**config.mk**
```make
export PLATFORM = sky130hd
export DESIGN_NAME = led_serial_shifter_flat
export DESIGN_NICKNAME = d
export VERILOG_FILES = /design/src/rtl/led_serial_shifter_if.sv /design/src/rtl/led_serial_shifter.sv /design/src/flat_wrapper.sv
export SDC_FILE = /design/constraint.sdc
export NUM_CORES = 1
export LEC_CHECK = 0
export ABC_AREA = 1
export BUFFER_PORTS_ARGS = -buffer_cell sky130_fd_sc_hd__clkbuf_2
export CORE_ASPECT_RATIO = 1.5
export CORE_UTILIZATION = 58
export DETAILED_ROUTE_END_ITERATION = 16
export PLACE_DENSITY = 0.93
export SLEW_MARGIN = 40
export SYNTH_ARGS = -nofsm -noshare
export SYNTH_HDL_FRONTEND = slang
export SYNTH_SLANG_ARGS = --single-unit
export TNS_END_PERCENT = 50
```
**constraint.sdc**
```tcl
create_clock -name clk -period 2.9 [get_ports clk]
set_clock_uncertainty 0.15 [all_clocks]
set_input_delay 0.58 -clock clk [delete_from_list [all_inputs] [get_ports clk]]
set_output_delay 0.58 -clock clk [all_outputs]
set_load 0.01 [all_outputs]
```
**src/rtl/led_serial_shifter_if.sv**
```systemverilog
// Parallel-load handshake and serial LED chain signals for led_serial_shifter.
// The master side supplies the LED word; the slave side is the shifter itself.
interface led_serial_shifter_if #(
  parameter int WIDTH = 24
);
  logic [WIDTH-1:0] data_in;
  logic             en_in;
  logic             rdy;
  logic             led_clk;
  logic             led_oe;
  logic             led_out;

  modport master (
    output data_in, en_in,
    input  rdy, led_clk, led_oe, led_out
  );

  modport slave (
    input  data_in, en_in,
    output rdy, led_clk, led_oe, led_out
  );
endinterface

```
**src/rtl/led_serial_shifter.sv**
```systemverilog
// Shifts a parallel LED word MSB-first into the external LED chain, blanking it while shifting.
// Optional LED_REFRESH_EN macro: periodically re-sends the last word after REFRESH_CYCLES idle cycles.
module led_serial_shifter #(
  parameter int WIDTH          = 24,
  parameter int CLK_DIV        = 1,
  parameter int REFRESH_CYCLES = 1000000
) (
  input  logic                 clk,
  input  logic                 rst,
  led_serial_shifter_if.slave  bus
);

  localparam int BW = $clog2(WIDTH);
  localparam int DW = $clog2(CLK_DIV + 1);

  typedef enum logic [1:0] {IDLE, SHIFT_LO, SHIFT_HI, SETTLE} state_t;

  state_t           state, state_n;
  logic [WIDTH-1:0] shadow, shadow_n;
  logic [BW-1:0]    bit_cnt, bit_cnt_n, bit_nxt;
  logic [DW-1:0]    div_cnt, div_cnt_n;
  logic             rdy_q, rdy_n;
  logic             led_clk_q, led_clk_n;
  logic             led_oe_q, led_oe_n;
  logic             led_out_q, led_out_n;
  logic             div_done;
  logic             start;
  logic [WIDTH-1:0] start_word;

`ifdef LED_REFRESH_EN
  localparam int IW = $clog2(REFRESH_CYCLES + 1);
  logic [IW-1:0] idle_cnt, idle_cnt_n;
  logic          armed, armed_n;
`endif

  assign div_done    = (div_cnt == DW'(CLK_DIV - 1));
  assign bit_nxt     = bit_cnt - 1'b1;
  assign bus.rdy     = rdy_q;
  assign bus.led_clk = led_clk_q;
  assign bus.led_oe  = led_oe_q;
  assign bus.led_out = led_out_q;

  always_ff @(posedge clk or posedge rst) begin
    if (rst) begin
      state     <= IDLE;
      shadow    <= '0;
      bit_cnt   <= '0;
      div_cnt   <= '0;
      rdy_q     <= 1'b1;
      led_clk_q <= 1'b0;
      led_oe_q  <= 1'b1;
      led_out_q <= 1'b0;
`ifdef LED_REFRESH_EN
      idle_cnt  <= '0;
      armed     <= 1'b0;
`endif
    end else begin
      state     <= state_n;
      shadow    <= shadow_n;
      bit_cnt   <= bit_cnt_n;
      div_cnt   <= div_cnt_n;
      rdy_q     <= rdy_n;
      led_clk_q <= led_clk_n;
      led_oe_q  <= led_oe_n;
      led_out_q <= led_out_n;
`ifdef LED_REFRESH_EN
      idle_cnt  <= idle_cnt_n;
      armed     <= armed_n;
`endif
    end
  end

  always_comb begin
    state_n    = state;
    shadow_n   = shadow;
    bit_cnt_n  = bit_cnt;
    div_cnt_n  = div_cnt;
    rdy_n      = rdy_q;
    led_clk_n  = led_clk_q;
    led_oe_n   = led_oe_q;
    led_out_n  = led_out_q;
    start      = 1'b0;
    start_word = bus.data_in;
`ifdef LED_REFRESH_EN
    idle_cnt_n = '0;
    armed_n    = armed;
`endif

    case (state)
      IDLE: begin
        div_cnt_n = '0;
        if (bus.en_in) begin
          start = 1'b1;
`ifdef LED_REFRESH_EN
        end else if (armed && idle_cnt == IW'(REFRESH_CYCLES - 1)) begin
          // A refresh replays the stored word; DATA_IN is not sampled
          start      = 1'b1;
          start_word = shadow;
        end else if (armed) begin
          idle_cnt_n = idle_cnt + 1'b1;
`endif
        end
      end

      SHIFT_LO: begin
        if (div_done) begin
          div_cnt_n = '0;
          led_clk_n = 1'b1;
          state_n   = SHIFT_HI;
        end else begin
          div_cnt_n = div_cnt + 1'b1;
        end
      end

      SHIFT_HI: begin
        // Data only moves on the falling LED_CLK edge so it is stable for the whole low phase
        if (div_done) begin
          div_cnt_n = '0;
          led_clk_n = 1'b0;
          if (bit_cnt != '0) begin
            bit_cnt_n = bit_nxt;
            led_out_n = shadow[bit_nxt];
            state_n   = SHIFT_LO;
          end else begin
            led_out_n = 1'b0;
            state_n   = SETTLE;
          end
        end else begin
          div_cnt_n = div_cnt + 1'b1;
        end
      end

      SETTLE: begin
        if (div_done) begin
          div_cnt_n = '0;
          led_oe_n  = 1'b0;
          rdy_n     = 1'b1;
          state_n   = IDLE;
`ifdef LED_REFRESH_EN
          armed_n   = 1'b1;
`endif
        end else begin
          div_cnt_n = div_cnt + 1'b1;
        end
      end

      default: state_n = IDLE;
    endcase

    if (start) begin
      shadow_n  = start_word;
      bit_cnt_n = BW'(WIDTH - 1);
      div_cnt_n = '0;
      rdy_n     = 1'b0;
      led_oe_n  = 1'b1;
      led_out_n = start_word[WIDTH-1];
      state_n   = SHIFT_LO;
    end
  end

endmodule
```
**src/flat_wrapper.sv**
```systemverilog
// flat-port wrapper written by rule: the top's interface ports become plain ports
module led_serial_shifter_flat 
#(
  parameter int WIDTH          = 24,
  parameter int CLK_DIV        = 1,
  parameter int REFRESH_CYCLES = 1000000
)
  (clk, rst, bus_data_in, bus_en_in, bus_rdy, bus_led_clk, bus_led_oe, bus_led_out);
  led_serial_shifter_if #(.WIDTH(WIDTH)) bus_i ();
  input  logic clk;
  input  logic rst;
  input wire logic [$bits(bus_i.data_in)-1:0] bus_data_in;
  input wire logic [$bits(bus_i.en_in)-1:0] bus_en_in;
  output wire logic [$bits(bus_i.rdy)-1:0] bus_rdy;
  output wire logic [$bits(bus_i.led_clk)-1:0] bus_led_clk;
  output wire logic [$bits(bus_i.led_oe)-1:0] bus_led_oe;
  output wire logic [$bits(bus_i.led_out)-1:0] bus_led_out;
  assign bus_i.data_in = bus_data_in;
  assign bus_i.en_in = bus_en_in;
  assign bus_rdy = bus_i.rdy;
  assign bus_led_clk = bus_i.led_clk;
  assign bus_led_oe = bus_i.led_oe;
  assign bus_led_out = bus_i.led_out;
  led_serial_shifter #(.WIDTH(WIDTH), .CLK_DIV(CLK_DIV), .REFRESH_CYCLES(REFRESH_CYCLES)) u_core (.clk(clk), .rst(rst), .bus(bus_i));
endmodule
```
==> flow_metrics.tcl <==
set metrics [dict create \
    power_leakage_nw 1.10 \
    worst_slack_ps 628 \
    top_layer "met4" \
    cts_hold_buffers 0 \
    sw_frac_of_total_pct 41.9 \
    route.met2.wl_um 1690 \
    cts_tree "built" \
    gp_congestion 0.925 \
    numCtsBuffers 5 \
    io_pins 31 \
    start_util_pct 62.2 \
    antenna_found_initial 0 \
    cts_resized 0 \
    rows 23 \
    avgSynthCellArea_um2 7.84 \
    cts_num_sinks 35 \
    n_antenna_cell 0 \
    synth_enable_flop_cells 0 \
    p_total_mw 2.14 \
    clk_latency_ps 290 \
    worstHoldPathType "input port to asynchronous set/reset pin" \
    finalWirelength_um 3330 \
    globalRouteTotalUtil_pct 25.4 \
    synthTopCellsByArea "dfrtp_1 49%, nand2_1 25%, nand3_1 6.5%" \
    grt_max_degree 36 \
    synth_fa_ha_area_share_pct 3.68 \
    dpl.hpwl_um 2370 \
    clk_pin_slew_worst_paths_ps 70 \
    post-place-ws_ps 607 \
    setup_tns_ps 0 \
    end_kind "flop" \
    drc 0 \
    postCtsSetupBuffers 0 \
    htreeDepth 2 \
    fin_crit_sh_pct 78.3 \
    die-area_um2 3160 \
    clock.fmax_mhz 440 \
    slowest_delay_ps 380 \
    grt_pass1_wl_um 5580 \
    cts.path.max_buffers 2 \
    synth_compound_area_share_pct 4.71 \
    drv_cap 0 \
    synthDistinctLibCells 20 \
    port_buffers 30 \
    yosys.area.top_type "dfrtp_1" \
    wl_met3_um 145 \
    setup_viol_count_final 0 \
    syn_inst 217 \
    synth-simple-area-share_pct 32.9 \
    rr_worst_depth 8 \
    drive_gt1_share_pct 18.1 \
    tightestPinTransition_ps 487 \
    yosysWarnings 0 \
    async_reset_ff_share_pct 100 \
    cp.required_ps 2920 \
    die_y_um 68.3 \
    core_um2 2730 \
    status "finished, final reports clean" \
    die_w_um 46.2 \
    gr-total-overflow 0 \
    area_growth_pct 14.3 \
    arrival_ps 2290 \
    period_minus_slack_ps 2270 \
    utilization_pct 71.1 \
    synth_mux_area_share_pct 0 \
    start_kind "flop" \
    clock_power_share_pct 16.7 \
    grt_pass1_vias 1357 \
    nets 280 \
    wl_per_cell_um 11.7 \
    p_seq_share_pct 40.2 \
    synth_xor_area_share_pct 0.515 \
    p_int_mw 1.25 \
    rrSetupSlack_ps 630 \
    ir_drop_mv 0.530 \
    netlist_area_um2 1700 \
    drt-initial-drc-count 54 \
    syn_nets 249 \
    maxSlewViolCount 0 \
    cp_max_fo 28 \
    critPathSlowestCell "dfrtp_1" \
    relSlewSlack_pct 67.4 \
    comb_power_share_pct 43.1 \
    rsz0062_at_grt "no" \
    ys_seq_elements 35 \
    hold_violations 0 \
    crit_chain "inv_1 -> ha_1 -> nand2_2 -> inv_2 -> nor2_1 -> inv_1 -> o22ai_1 -> o22ai_1" \
    vias_per_cell 5.04 \
    yosysSeqAreaShare_pct 51.7 \
    cts_root_buffer "clkbuf_8" \
    synth_ff_type "dfrtp_1" \
    vias 1441 \
    drt-met1-wl_um 1390 \
    postRouteAntennaNets 0 \
    critical_path_class "flop to flop" \
    yosys.area.top_type_share_pct 48.6 \
    power_density_nw_per_um2 1100 \
    drt-pass1-iter-count 4 \
    synth_top_family_by_area "simple AND/OR/NAND/NOR gates" \
    power.switching_mw 0.898 \
]
==> metrics by stage <==
step           area [um2]  hold WS [ps]  instances
6_report             1940           207        286
3_5_place_dp         1850           317        278
2_1_floorplan        1700           299        217
4_1_cts              1940           214        286
5_1_grt              1940           255        286
3_3_place_gp         1850           306        278
==> worst max-delay path: cells and delay by family, from the launching register on <==
kind | cells | cell delay, ps
buf+inv | 3 | 500
simple gates | 2 | 690
flops | 1 | 380
fa+ha+maj | 1 | 200
compound gates | 2 | 230
==> per-layer routing <==
| metal | GRT usage, % | vias to the layer above |
|---|---|---|
| li1 | - | 739 |
| met1 | 27.1 | 654 |
| met2 | 42.1 | 34 |
| met3 | 9.23 | 14 |
| met4 | 14.3 | 0 |
| met5 | 0 | - |
==> cell usage in the layout (no fill, tap or decap), types with 3 or more instances in the layout <==
cell,n
inv_1,13
nand2_1,111
nand3_1,22
clkbuf_2,30
ha_1,5
a21oi_1,3
clkbuf_8,6
dfrtp_1,33
inv_2,3
nor2_1,7
==> final timing paths <==
check,start,end
max in group asynchronous,rst,u_core.bus.rdy
hold reg to reg,u_core.bus.led_oe,u_core.bus.led_oe
hold / removal,rst,u_core.bus.led_clk
setup reg to reg,u_core.state[1],u_core.state[1]
min in group clk,u_core.bus.led_oe,u_core.bus.led_oe
setup / recovery,u_core.state[1],u_core.state[1]
==> kinds of logic after synthesis <==
logic type | count (synthesis)
simple gates | 141
flops | 35
fa+ha+maj | 5
buf+inv | 23
compound gates | 12
xor+xnor | 1
==> layout make-up <==
type / instances / area [um2]
clock buffer: 7 / 86.3
sequential: 35 / 878
multi-input combinational: 159 / 711
timing repair buffer: 31 / 158
tap: 37 / 46.3
inverter: 16 / 60.1
clock inverter: 1 / 5.00
fill: 223 / 790
==> registers in the layout (all words and copies together) (netlist names) <==
| signal | flops |
|---|---|
| u_core.bus.rdy | 1 |
| u_core.bit_cnt | 5 |
| u_core.state | 2 |
| u_core.bus.led_oe | 1 |
| u_core.bus.led_clk | 1 |
| u_core.bus.led_out | 1 |
| u_core.shadow | 24 |
==> cells in the mapped netlist, types with 3 or more instances <==
cell type    n
buf_6        3
nand2_1    111
dfrtp_1     33
inv_2        3
inv_1       13
nor2_1       7
a21oi_1      3
nand3_1     22
ha_1         5
==> power groups by stage <==
stage	Clock (mW)	Combinational (mW)	Sequential [mW]
after CTS	0.365	0.924	0.862
final	0.357	0.924	0.863
after floorplan	0	0.761	0.837
after global routing	0.389	1.06	0.883
after detailed placement	0	0.909	0.867
after global placement	0	0.864	0.867
(Power assumes the default switching activity.)
